--- src/rtl/rsvs_issue.sv ---
// Reservation-station issue queue: buffers dispatched micro-ops, wakes sources from the CDB,
// and issues the lowest-index ready entry through a registered valid/ready issue stage.
module rsvs_issue #(
  parameter int XLEN  = 32,
  parameter int DEPTH = 4,
  parameter int TAG_W = 6
) (
  input  logic                     clk,
  input  logic                     rst,
  input  logic                     flush,
  input  logic                     disp_valid,
  output logic                     disp_ready,
  input  logic [4:0]               disp_opcode,
  input  logic [2:0]               disp_branch_type,
  input  logic [TAG_W-1:0]         disp_rob_tag,
  input  logic                     disp_rs1_rdy,
  input  logic                     disp_rs2_rdy,
  input  logic [TAG_W-1:0]         disp_rs1_tag,
  input  logic [TAG_W-1:0]         disp_rs2_tag,
  input  logic [XLEN-1:0]          disp_rs1_val,
  input  logic [XLEN-1:0]          disp_rs2_val,
  input  logic                     cdb_valid,
  input  logic [TAG_W-1:0]         cdb_tag,
  input  logic [XLEN-1:0]          cdb_data,
  output logic                     iss_valid,
  input  logic                     iss_ready,
  output logic [4:0]               iss_opcode,
  output logic [2:0]               iss_branch_type,
  output logic [XLEN-1:0]          iss_rs1,
  output logic [XLEN-1:0]          iss_rs2,
  output logic [TAG_W-1:0]         iss_rob_tag,
  output logic [$clog2(DEPTH):0]   count
);

  localparam int IDX_W = $clog2(DEPTH);
  localparam int CNT_W = IDX_W + 1;

  logic [DEPTH-1:0] valid_q, valid_d;
  logic [DEPTH-1:0] rs1_rdy_q, rs1_rdy_d;
  logic [DEPTH-1:0] rs2_rdy_q, rs2_rdy_d;
  logic [4:0]       opcode_q [DEPTH];
  logic [4:0]       opcode_d [DEPTH];
  logic [2:0]       btype_q  [DEPTH];
  logic [2:0]       btype_d  [DEPTH];
  logic [TAG_W-1:0] rob_q    [DEPTH];
  logic [TAG_W-1:0] rob_d    [DEPTH];
  logic [TAG_W-1:0] rs1_tag_q [DEPTH];
  logic [TAG_W-1:0] rs1_tag_d [DEPTH];
  logic [TAG_W-1:0] rs2_tag_q [DEPTH];
  logic [TAG_W-1:0] rs2_tag_d [DEPTH];
  logic [XLEN-1:0]  rs1_val_q [DEPTH];
  logic [XLEN-1:0]  rs1_val_d [DEPTH];
  logic [XLEN-1:0]  rs2_val_q [DEPTH];
  logic [XLEN-1:0]  rs2_val_d [DEPTH];

  logic [CNT_W-1:0] count_q, count_d;
  logic             iss_valid_q, iss_valid_d;
  logic [4:0]       iss_opcode_q, iss_opcode_d;
  logic [2:0]       iss_btype_q, iss_btype_d;
  logic [XLEN-1:0]  iss_rs1_q, iss_rs1_d;
  logic [XLEN-1:0]  iss_rs2_q, iss_rs2_d;
  logic [TAG_W-1:0] iss_rob_q, iss_rob_d;

  logic             sel_found, alloc_found;
  logic [IDX_W-1:0] sel_idx, alloc_idx;
  logic             accept, load, move;
  logic             byp1, byp2;

  assign disp_ready = (count_q != CNT_W'(DEPTH));

  // Priority encoders: lowest-index ready entry and lowest-index free entry.
  always_comb begin
    sel_found   = 1'b0;
    sel_idx     = '0;
    alloc_found = 1'b0;
    alloc_idx   = '0;
    for (int i = 0; i < DEPTH; i++) begin
      if (!sel_found && valid_q[i] && rs1_rdy_q[i] && rs2_rdy_q[i]) begin
        sel_found = 1'b1;
        sel_idx   = i[IDX_W-1:0];
      end
      if (!alloc_found && !valid_q[i]) begin
        alloc_found = 1'b1;
        alloc_idx   = i[IDX_W-1:0];
      end
    end
  end

  assign accept = disp_valid & disp_ready & alloc_found & ~flush;
  assign load   = (~iss_valid_q | iss_ready) & ~flush;
  assign move   = load & sel_found;
  assign byp1   = ~disp_rs1_rdy & cdb_valid & (cdb_tag == disp_rs1_tag);
  assign byp2   = ~disp_rs2_rdy & cdb_valid & (cdb_tag == disp_rs2_tag);

  always_comb begin
    valid_d   = valid_q;
    rs1_rdy_d = rs1_rdy_q;
    rs2_rdy_d = rs2_rdy_q;
    opcode_d  = opcode_q;
    btype_d   = btype_q;
    rob_d     = rob_q;
    rs1_tag_d = rs1_tag_q;
    rs2_tag_d = rs2_tag_q;
    rs1_val_d = rs1_val_q;
    rs2_val_d = rs2_val_q;

    for (int i = 0; i < DEPTH; i++) begin
      if (valid_q[i] && !rs1_rdy_q[i] && cdb_valid && (cdb_tag == rs1_tag_q[i])) begin
        rs1_rdy_d[i] = 1'b1;
        rs1_val_d[i] = cdb_data;
      end
      if (valid_q[i] && !rs2_rdy_q[i] && cdb_valid && (cdb_tag == rs2_tag_q[i])) begin
        rs2_rdy_d[i] = 1'b1;
        rs2_val_d[i] = cdb_data;
      end
    end

    if (move) begin
      valid_d[sel_idx] = 1'b0;
    end

    // The freed entry is still valid this cycle, so allocation never collides with a move.
    if (accept) begin
      valid_d[alloc_idx]   = 1'b1;
      opcode_d[alloc_idx]  = disp_opcode;
      btype_d[alloc_idx]   = disp_branch_type;
      rob_d[alloc_idx]     = disp_rob_tag;
      rs1_tag_d[alloc_idx] = disp_rs1_tag;
      rs2_tag_d[alloc_idx] = disp_rs2_tag;
      rs1_rdy_d[alloc_idx] = disp_rs1_rdy | byp1;
      rs2_rdy_d[alloc_idx] = disp_rs2_rdy | byp2;
      rs1_val_d[alloc_idx] = byp1 ? cdb_data : disp_rs1_val;
      rs2_val_d[alloc_idx] = byp2 ? cdb_data : disp_rs2_val;
    end

    if (flush) begin
      valid_d = '0;
    end
  end

  always_comb begin
    iss_valid_d  = iss_valid_q;
    iss_opcode_d = iss_opcode_q;
    iss_btype_d  = iss_btype_q;
    iss_rs1_d    = iss_rs1_q;
    iss_rs2_d    = iss_rs2_q;
    iss_rob_d    = iss_rob_q;
    count_d      = count_q + CNT_W'(accept) - CNT_W'(move);

    if (flush) begin
      iss_valid_d = 1'b0;
      count_d     = '0;
    end else if (load) begin
      iss_valid_d = sel_found;
      if (sel_found) begin
        iss_opcode_d = opcode_q[sel_idx];
        iss_btype_d  = btype_q[sel_idx];
        iss_rs1_d    = rs1_val_q[sel_idx];
        iss_rs2_d    = rs2_val_q[sel_idx];
        iss_rob_d    = rob_q[sel_idx];
      end
    end
  end

  always_ff @(posedge clk or posedge rst) begin
    if (rst) begin
      valid_q   <= '0;
      rs1_rdy_q <= '0;
      rs2_rdy_q <= '0;
      for (int i = 0; i < DEPTH; i++) begin
        opcode_q[i]  <= '0;
        btype_q[i]   <= '0;
        rob_q[i]     <= '0;
        rs1_tag_q[i] <= '0;
        rs2_tag_q[i] <= '0;
        rs1_val_q[i] <= '0;
        rs2_val_q[i] <= '0;
      end
      count_q      <= '0;
      iss_valid_q  <= 1'b0;
      iss_opcode_q <= '0;
      iss_btype_q  <= '0;
      iss_rs1_q    <= '0;
      iss_rs2_q    <= '0;
      iss_rob_q    <= '0;
    end else begin
      valid_q      <= valid_d;
      rs1_rdy_q    <= rs1_rdy_d;
      rs2_rdy_q    <= rs2_rdy_d;
      opcode_q     <= opcode_d;
      btype_q      <= btype_d;
      rob_q        <= rob_d;
      rs1_tag_q    <= rs1_tag_d;
      rs2_tag_q    <= rs2_tag_d;
      rs1_val_q    <= rs1_val_d;
      rs2_val_q    <= rs2_val_d;
      count_q      <= count_d;
      iss_valid_q  <= iss_valid_d;
      iss_opcode_q <= iss_opcode_d;
      iss_btype_q  <= iss_btype_d;
      iss_rs1_q    <= iss_rs1_d;
      iss_rs2_q    <= iss_rs2_d;
      iss_rob_q    <= iss_rob_d;
    end
  end

  assign iss_valid       = iss_valid_q;
  assign iss_opcode      = iss_opcode_q;
  assign iss_branch_type = iss_btype_q;
  assign iss_rs1         = iss_rs1_q;
  assign iss_rs2         = iss_rs2_q;
  assign iss_rob_tag     = iss_rob_q;
  assign count           = count_q;

endmodule

--- config.mk ---
export PLATFORM = sky130hd
export DESIGN_NAME = rsvs_issue
export DESIGN_NICKNAME = d
export VERILOG_FILES = /design/src/rtl/rsvs_issue.sv
export SDC_FILE = /design/constraint.sdc
export NUM_CORES = 1
export LEC_CHECK = 0
export BUFFER_PORTS_ARGS = -buffer_cell sky130_fd_sc_hd__buf_2
export CELL_PAD_IN_SITES_DETAIL_PLACEMENT = 1
export CELL_PAD_IN_SITES_GLOBAL_PLACEMENT = 1
export CORE_MARGIN = 4
export CORE_UTILIZATION = 52
export CTS_BUF_LIST = sky130_fd_sc_hd__clkbuf_8
export CTS_CLUSTER_DIAMETER = 40
export DETAILED_ROUTE_END_ITERATION = 12
export PLACE_DENSITY = 0.95
export SLEW_MARGIN = 20
export SYNTH_ARGS = -nofsm -noshare
export SYNTH_HDL_FRONTEND = slang
export SYNTH_SLANG_ARGS = --single-unit
--- constraint.sdc ---
create_clock -name clk -period 35.8 [get_ports clk]
set_input_delay 5.37 -clock clk [delete_from_list [all_inputs] [get_ports clk]]
set_output_delay 5.37 -clock clk [all_outputs]
set_load 0.05 [all_outputs]
==> results.cfg, run 1 <==
[timing]
fin_skew_ns = 0.0419
hold_violations = 0
setup_viol = 0
slew_headroom_pct = 14.9
hold_ws_ns = 0.474
worstMarginPinSlew_ns = 1.28
max_freq_ghz = 0.122
rsz0062_at_grt = no
min_period_ns = 8.21
fin_crit_sh_pct = 22.9
finalMaxSlewViolations = 0
tns_ns = 0

[setup_path]
slowest_delay_ns = 0.91
startpoint_type = input pin
crit_chain = buf_2, nand2b_1, or2_1, nor3b_4, buf_4, a21oi_4, o221a_2
path_depth = 7
endpoint_kind = register
ff2ff_path_depth = 6
cp.buffers_inverters = 2
required_ns = 36.31
crit_type = input pin to register
crit_fanout = 75
crit_family = simple AND/OR/NAND/NOR gates
crit_slowest_cell = buf_4
cp_data_arrival_time_ns = 8.73

[cts]
path_clk_slew_ns = 0.06
cts_tree = yes
hold_buffers = 0
post_cts_buffers = 0
cts_resized = 0
htreeDepth = 3
cts.sinks = 454
cts-root-buf = clkbuf_8
clock_path_buffers = 3
clkLatencyLatePin_ns = 0.66
cts_buffers = 81

[grt]
grt_pass1_wl_um = 140000
gr-total-overflow = 0
track_usage_pct = 38.5
grt_max_degree = 176
first_global_vias = 24100
antenna_found_initial = 14

[yosys]
synth_area_per_cell_um2 = 9.93
synth_common_cells = dfrtp_1 (454), nand2_1 (404), nor3_1 (259), or3_1 (131), a211oi_1 (127)
synth_fp_nets = 2390
async_reset_ff_share_pct = 100
ys_seq_area_share_pct = 50.8
syn_area_um2 = 22300
synth_seq_cells = 454
synth_top_area_share_pct = 50.8
synth_top_area_cell = dfrtp_1
ys_types = 50
synth.most_common_cell = dfrtp_1
ys.flop_type = dfrtp_1
synth_edf_count = 0
synth_warnings = 0
synthTopCellsByArea = dfrtp_1 (51%), nand2_1 (6.8%), o221a_2 (6.3%), nor3_1 (5.8%), a211oi_1 (4.3%)
syn_inst = 2251

[finish]
multi_input_area_um2 = 9960
ff_latch_area_um2 = 11400
area_delta_synth_final_pct = 13.6
stdcell_area_um2 = 25400
drive_above_1_share_pct = 22.3
nFillCells = 4622
nets = 2501

[flow_run]
max_cap_violations = 0

[detailed_routing]
first_iter_violations = 3418
postRouteAntennaNets = 0
routed_wl_um = 94100
first_pass_iters = 7
num_vias = 22200
routedWlPerCell_um = 31.7
drc = 0
viasPerCell = 7.46

[placed_design]
dp_hpwl_um = 49700
gp_congestion = 0.850
numPortBuffers = 218
place_area_um2 = 23500

[power_and_ir_drop]
ir_drop_mv = 0.0406
power_leakage_uw = 0.0112
power_density_nw_per_um2 = 69.9

[floorplan]
die_y_um = 215
num_rows = 75
dieArea_um2 = 46400
top_level_ports = 219
coreArea_um2 = 42200
initial_core_util_pct = 52.9
die_w_um = 215

[min_path]
hold-path-cell-count = 2
min_path_type = register to register

[run_status]
status = complete, no violations
==> kinds of logic (layout without fill, tap and decap cells) <==
logic type               count (synthesis)  in the layout  synth area share (%)
AO/OA/AOI/OAI                          598            598                  22.5
AND/OR/NAND/NOR                        867            867                  18.5
other                                    0             15                     0
XOR/XNOR                                62             62                  2.43
adder cells (fa/ha/maj)                  3              3                 0.202
buffers and inverters                  267            433                  5.51
flip-flops                             454            454                  50.8
==> worst reg2reg max path, stage by stage (launching register included) <==
cell,delay (ns)
dfrtp_1,0.40
nor3b_1,0.18
or2_1,0.42
nor3b_4,0.75
buf_4,0.92
a21oi_4,0.52
o221a_2,0.44
==> final timing paths <==
kind,from,to,slack [ns]
worst min-delay path,rob_q[20],rob_q[20],0.47
worst max-delay path,flush,rs1_val_q[64],27.59
max in group asynchronous,rst,rs2_val_q[67],28.41
worst min register to register,rob_q[20],rob_q[20],0.47
worst max register to register,count[2],rs1_val_q[64],32.05
min in group asynchronous,rst,iss_rs2[17],4.97
==> sequential cells by signal (all words and copies together) (netlist names), 3 cells and up <==
signal / count
rs2_rdy_q: 4
btype_q: 12
rs1_rdy_q: 4
rob_q: 24
iss_rs2: 32
opcode_q: 20
iss_opcode: 5
iss_rob_tag: 6
rs2_tag_q: 24
rs1_val_q: 128
count: 3
rs1_tag_q: 24
iss_branch_type: 3
iss_rs1: 32
rs2_val_q: 128
valid_q: 4
==> area by class of cell <==
class                           count  share of cell area, %
Antenna cell                       15                  0.148
Clock buffer                      108                   5.85
Clock inverter                     30                  0.848
Inverter                           37                  0.577
Multi-Input combinational cell   1530                   39.2
Sequential cell                   454                   44.7
Tap cell                          539                   2.66
Timing Repair Buffer              258                   5.94
==> where the power goes <==
group / switching (µW) / internal (µW) / total [µW] / leakage, µW
clock network: 237 / 290 / 527 / 0.000938
logic: 330 / 169 / 499 / 0.00465
registers: 103 / 647 / 749 / 0.00558
==> per-stage QoR <==
step	utilization [%]	total power, µW	worst slack (ns)	instances
3_3_place_gp	55.6	1190	27.00	2811
2_1_floorplan	-	1070	17.77	2251
5_1_grt	60.1	1830	27.51	2967
6_report	60.1	1770	27.59	2971
3_5_place_dp	55.6	1230	26.91	2811
4_1_cts	59.7	1760	27.50	2949
==> layout by cell type (no fill, tap or decap), drive strengths merged, types with 3 or more instances in the layout <==
master,instances
a211oi,127
dfrtp,454
bufinv,3
nand2b,7
nor4,8
and3,3
a21boi,78
o221ai,78
or4,4
clkinvlp,3
or3,131
nor3,263
xnor2,50
nand4,4
buf,258
diode,15
o32a,78
nand2,404
clkbuf,108
xor2,12
o221a,128
o21ai,14
inv,54
a21oi,88
nor2,8
clkinv,7
nand3,23
==> layer usage <==
| layer | GRT usage (%) | share of wire, % |
|---|---|---|
| met3 | 9.72 | 11 |
| met1 | 46.6 | 35 |
| met4 | 27.1 | 7.4 |
| met2 | 60.3 | 46 |
| met5 | 0 | 0.030 |
Power figures use the tool's default switching activity.
==> inputs of run 2 (changes only) <==
--- a/config.mk
+++ b/config.mk
@@ -9,11 +9,11 @@
 export CELL_PAD_IN_SITES_DETAIL_PLACEMENT = 1
 export CELL_PAD_IN_SITES_GLOBAL_PLACEMENT = 1
 export CORE_MARGIN = 4
-export CORE_UTILIZATION = 52
+export CORE_UTILIZATION = 48
 export CTS_BUF_LIST = sky130_fd_sc_hd__clkbuf_8
 export CTS_CLUSTER_DIAMETER = 40
 export DETAILED_ROUTE_END_ITERATION = 12
-export PLACE_DENSITY = 0.95
+export PLACE_DENSITY = 0.92
 export SLEW_MARGIN = 20
 export SYNTH_ARGS = -nofsm -noshare
 export SYNTH_HDL_FRONTEND = slang
==> constraint.sdc (replaced) <==
create_clock -name clk -period 8.1 [get_ports clk]
set_input_delay 1.215 -clock clk [delete_from_list [all_inputs] [get_ports clk]]
set_output_delay 1.215 -clock clk [all_outputs]
set_load 0.05 [all_outputs]
==> results.cfg, run 2 (same netlist as run 1, synthesis figures left out) <==
[run_status]
status = complete, no violations

[timing]
setup_viol = 0
finalMaxSlewViolations = 0
tns_ns = 0
fin_crit_sh_pct = 48.0
worstMarginPinSlew_ns = 1.28
hold_violations = 0
fin_skew_ns = 0.0284
slew_headroom_pct = 14.6
min_period_ns = 3.89
max_freq_ghz = 0.257
rsz0062_at_grt = no
hold_ws_ns = 0.474

[detailed_routing]
num_vias = 21200
drc = 0
postRouteAntennaNets = 0
first_iter_violations = 2917
first_pass_iters = 6
routedWlPerCell_um = 29.5
routed_wl_um = 89200
viasPerCell = 7.01

[placed_design]
dp_cells = 2880
place_area_um2 = 23600
dp_hpwl_um = 51400
gp_congestion = 0.906
numPortBuffers = 218

[setup_path]
endpoint_kind = register
cp_data_arrival_time_ns = 4.49
startpoint_type = register
critPathLaunch = valid_q[2]
required_ns = 8.70
crit_type = register to register
crit_fanout = 81
worst_r2r_startpoint = valid_q[2]

[finish]
reg_top3 = rs1_val_q: 128 flops, rs2_val_q: 128 flops
mostFrequentLayoutCells = dfrtp_1 (454), nand2_1 (404), nor3_1 (258)
fin_cells = 3029
nets = 2502
final_core_util_pct = 55.3
drive_above_1_share_pct = 22.2
layout_commonest_cell = dfrtp_1
stdcell_area_um2 = 25300
area_delta_synth_final_pct = 13.1

[cts]
path_clk_slew_ns = 0.06
cts.sinks = 454
cts_tree = yes
hold_buffers = 0
cts_resized = 0
cts-root-buf = clkbuf_8
clkLatencyLatePin_ns = 0.67
htreeDepth = 3
clock_path_buffers = 3
cts_buffers = 79
post_cts_buffers = 0

[min_path]
min_path_type = register to register
worstHoldStart = rob_q[19]

[flow_run]
max_cap_violations = 0

[grt]
track_usage_pct = 34.7
grt_pass1_wl_um = 137000
gr-total-overflow = 0
antenna_found_initial = 17
first_global_vias = 23500
grt_max_degree = 169

[power_and_ir_drop]
ir_drop_mv = 0.241
power_leakage_uw = 0.0111
power_density_nw_per_um2 = 302

[floorplan]
die_w_um = 224
initial_core_util_pct = 48.9
top_level_ports = 219
dieArea_um2 = 50100
die_y_um = 224
num_rows = 78
coreArea_um2 = 45700
==> run 2: changes by cell type in the layout (fill, tap and decap cells not counted), sizes merged <==
cell      previous run  this run
clkinvlp             3         9
diode               15        14
clkbuf             108        98
inv                 54        52
clkinv               7         9
bufinv               3         2
buf                258       261
==> run 2: path summary, 6_finish.rpt <==
kind	to	slack, ns	cells after the start
setup / recovery	iss_rs1[8]	4.21	5
hold / removal	rob_q[19]	0.47	2
setup reg to reg	iss_rs1[8]	4.21	5
hold reg to reg	rob_q[19]	0.47	2
max in group asynchronous	iss_rs1[31]	5.21	4
min in group asynchronous	iss_rs1[19]	0.57	2
==> run 2: layout make-up <==
| cell class | instances | area (µm²) |
|---|---|---|
| clock inverters | 35 | 225 |
| inverters | 37 | 143 |
| clock buffers | 98 | 1350 |
| fillers | 5051 | 20400 |
| well taps | 600 | 751 |
| diodes | 14 | 35.0 |
| multi-input cells | 1530 | 9940 |
| repair buffers | 261 | 1470 |
| flip-flops and latches | 454 | 11400 |
==> run 2: stage by stage <==
stage / power [µW] / setup WS, ns
2_1_floorplan: 4750 / 0.744
3_3_place_gp: 5310 / 3.96
3_5_place_dp: 5450 / 3.85
4_1_cts: 7610 / 4.38
5_1_grt: 7920 / 4.25
6_report: 7630 / 4.21
==> run 2: layer usage <==
layer / track usage [%] / vias up / share of wire (%) / wire [µm]
met5: 0 / - / 0.022 / 20
met2: 55.7 / 1496 / 48 / 42500
li1: - / 8607 / - / -
met1: 42.4 / 10800 / 37 / 33000
met3: 8.20 / 371 / 9.5 / 8460
met4: 22.2 / 4 / 5.9 / 5240
==> run 2: power breakdown <==
group / internal [µW] / switching [µW] / total [µW] / leakage (µW)
logic: 746 / 1430 / 2170 / 0.00464
registers: 2860 / 439 / 3300 / 0.00558
clock network: 1150 / 1010 / 2160 / 0.000855
total: 4760 / 2870 / 7630 / 0.0111
==> run 2: critical path, stage by stage (launching register included) <==
cell and delay (ns):
dfrtp_1 0.57, nand3_4 0.17, buf_4 0.92, nand3_4 1.17, a21boi_0 0.70, o32a_1 0.20
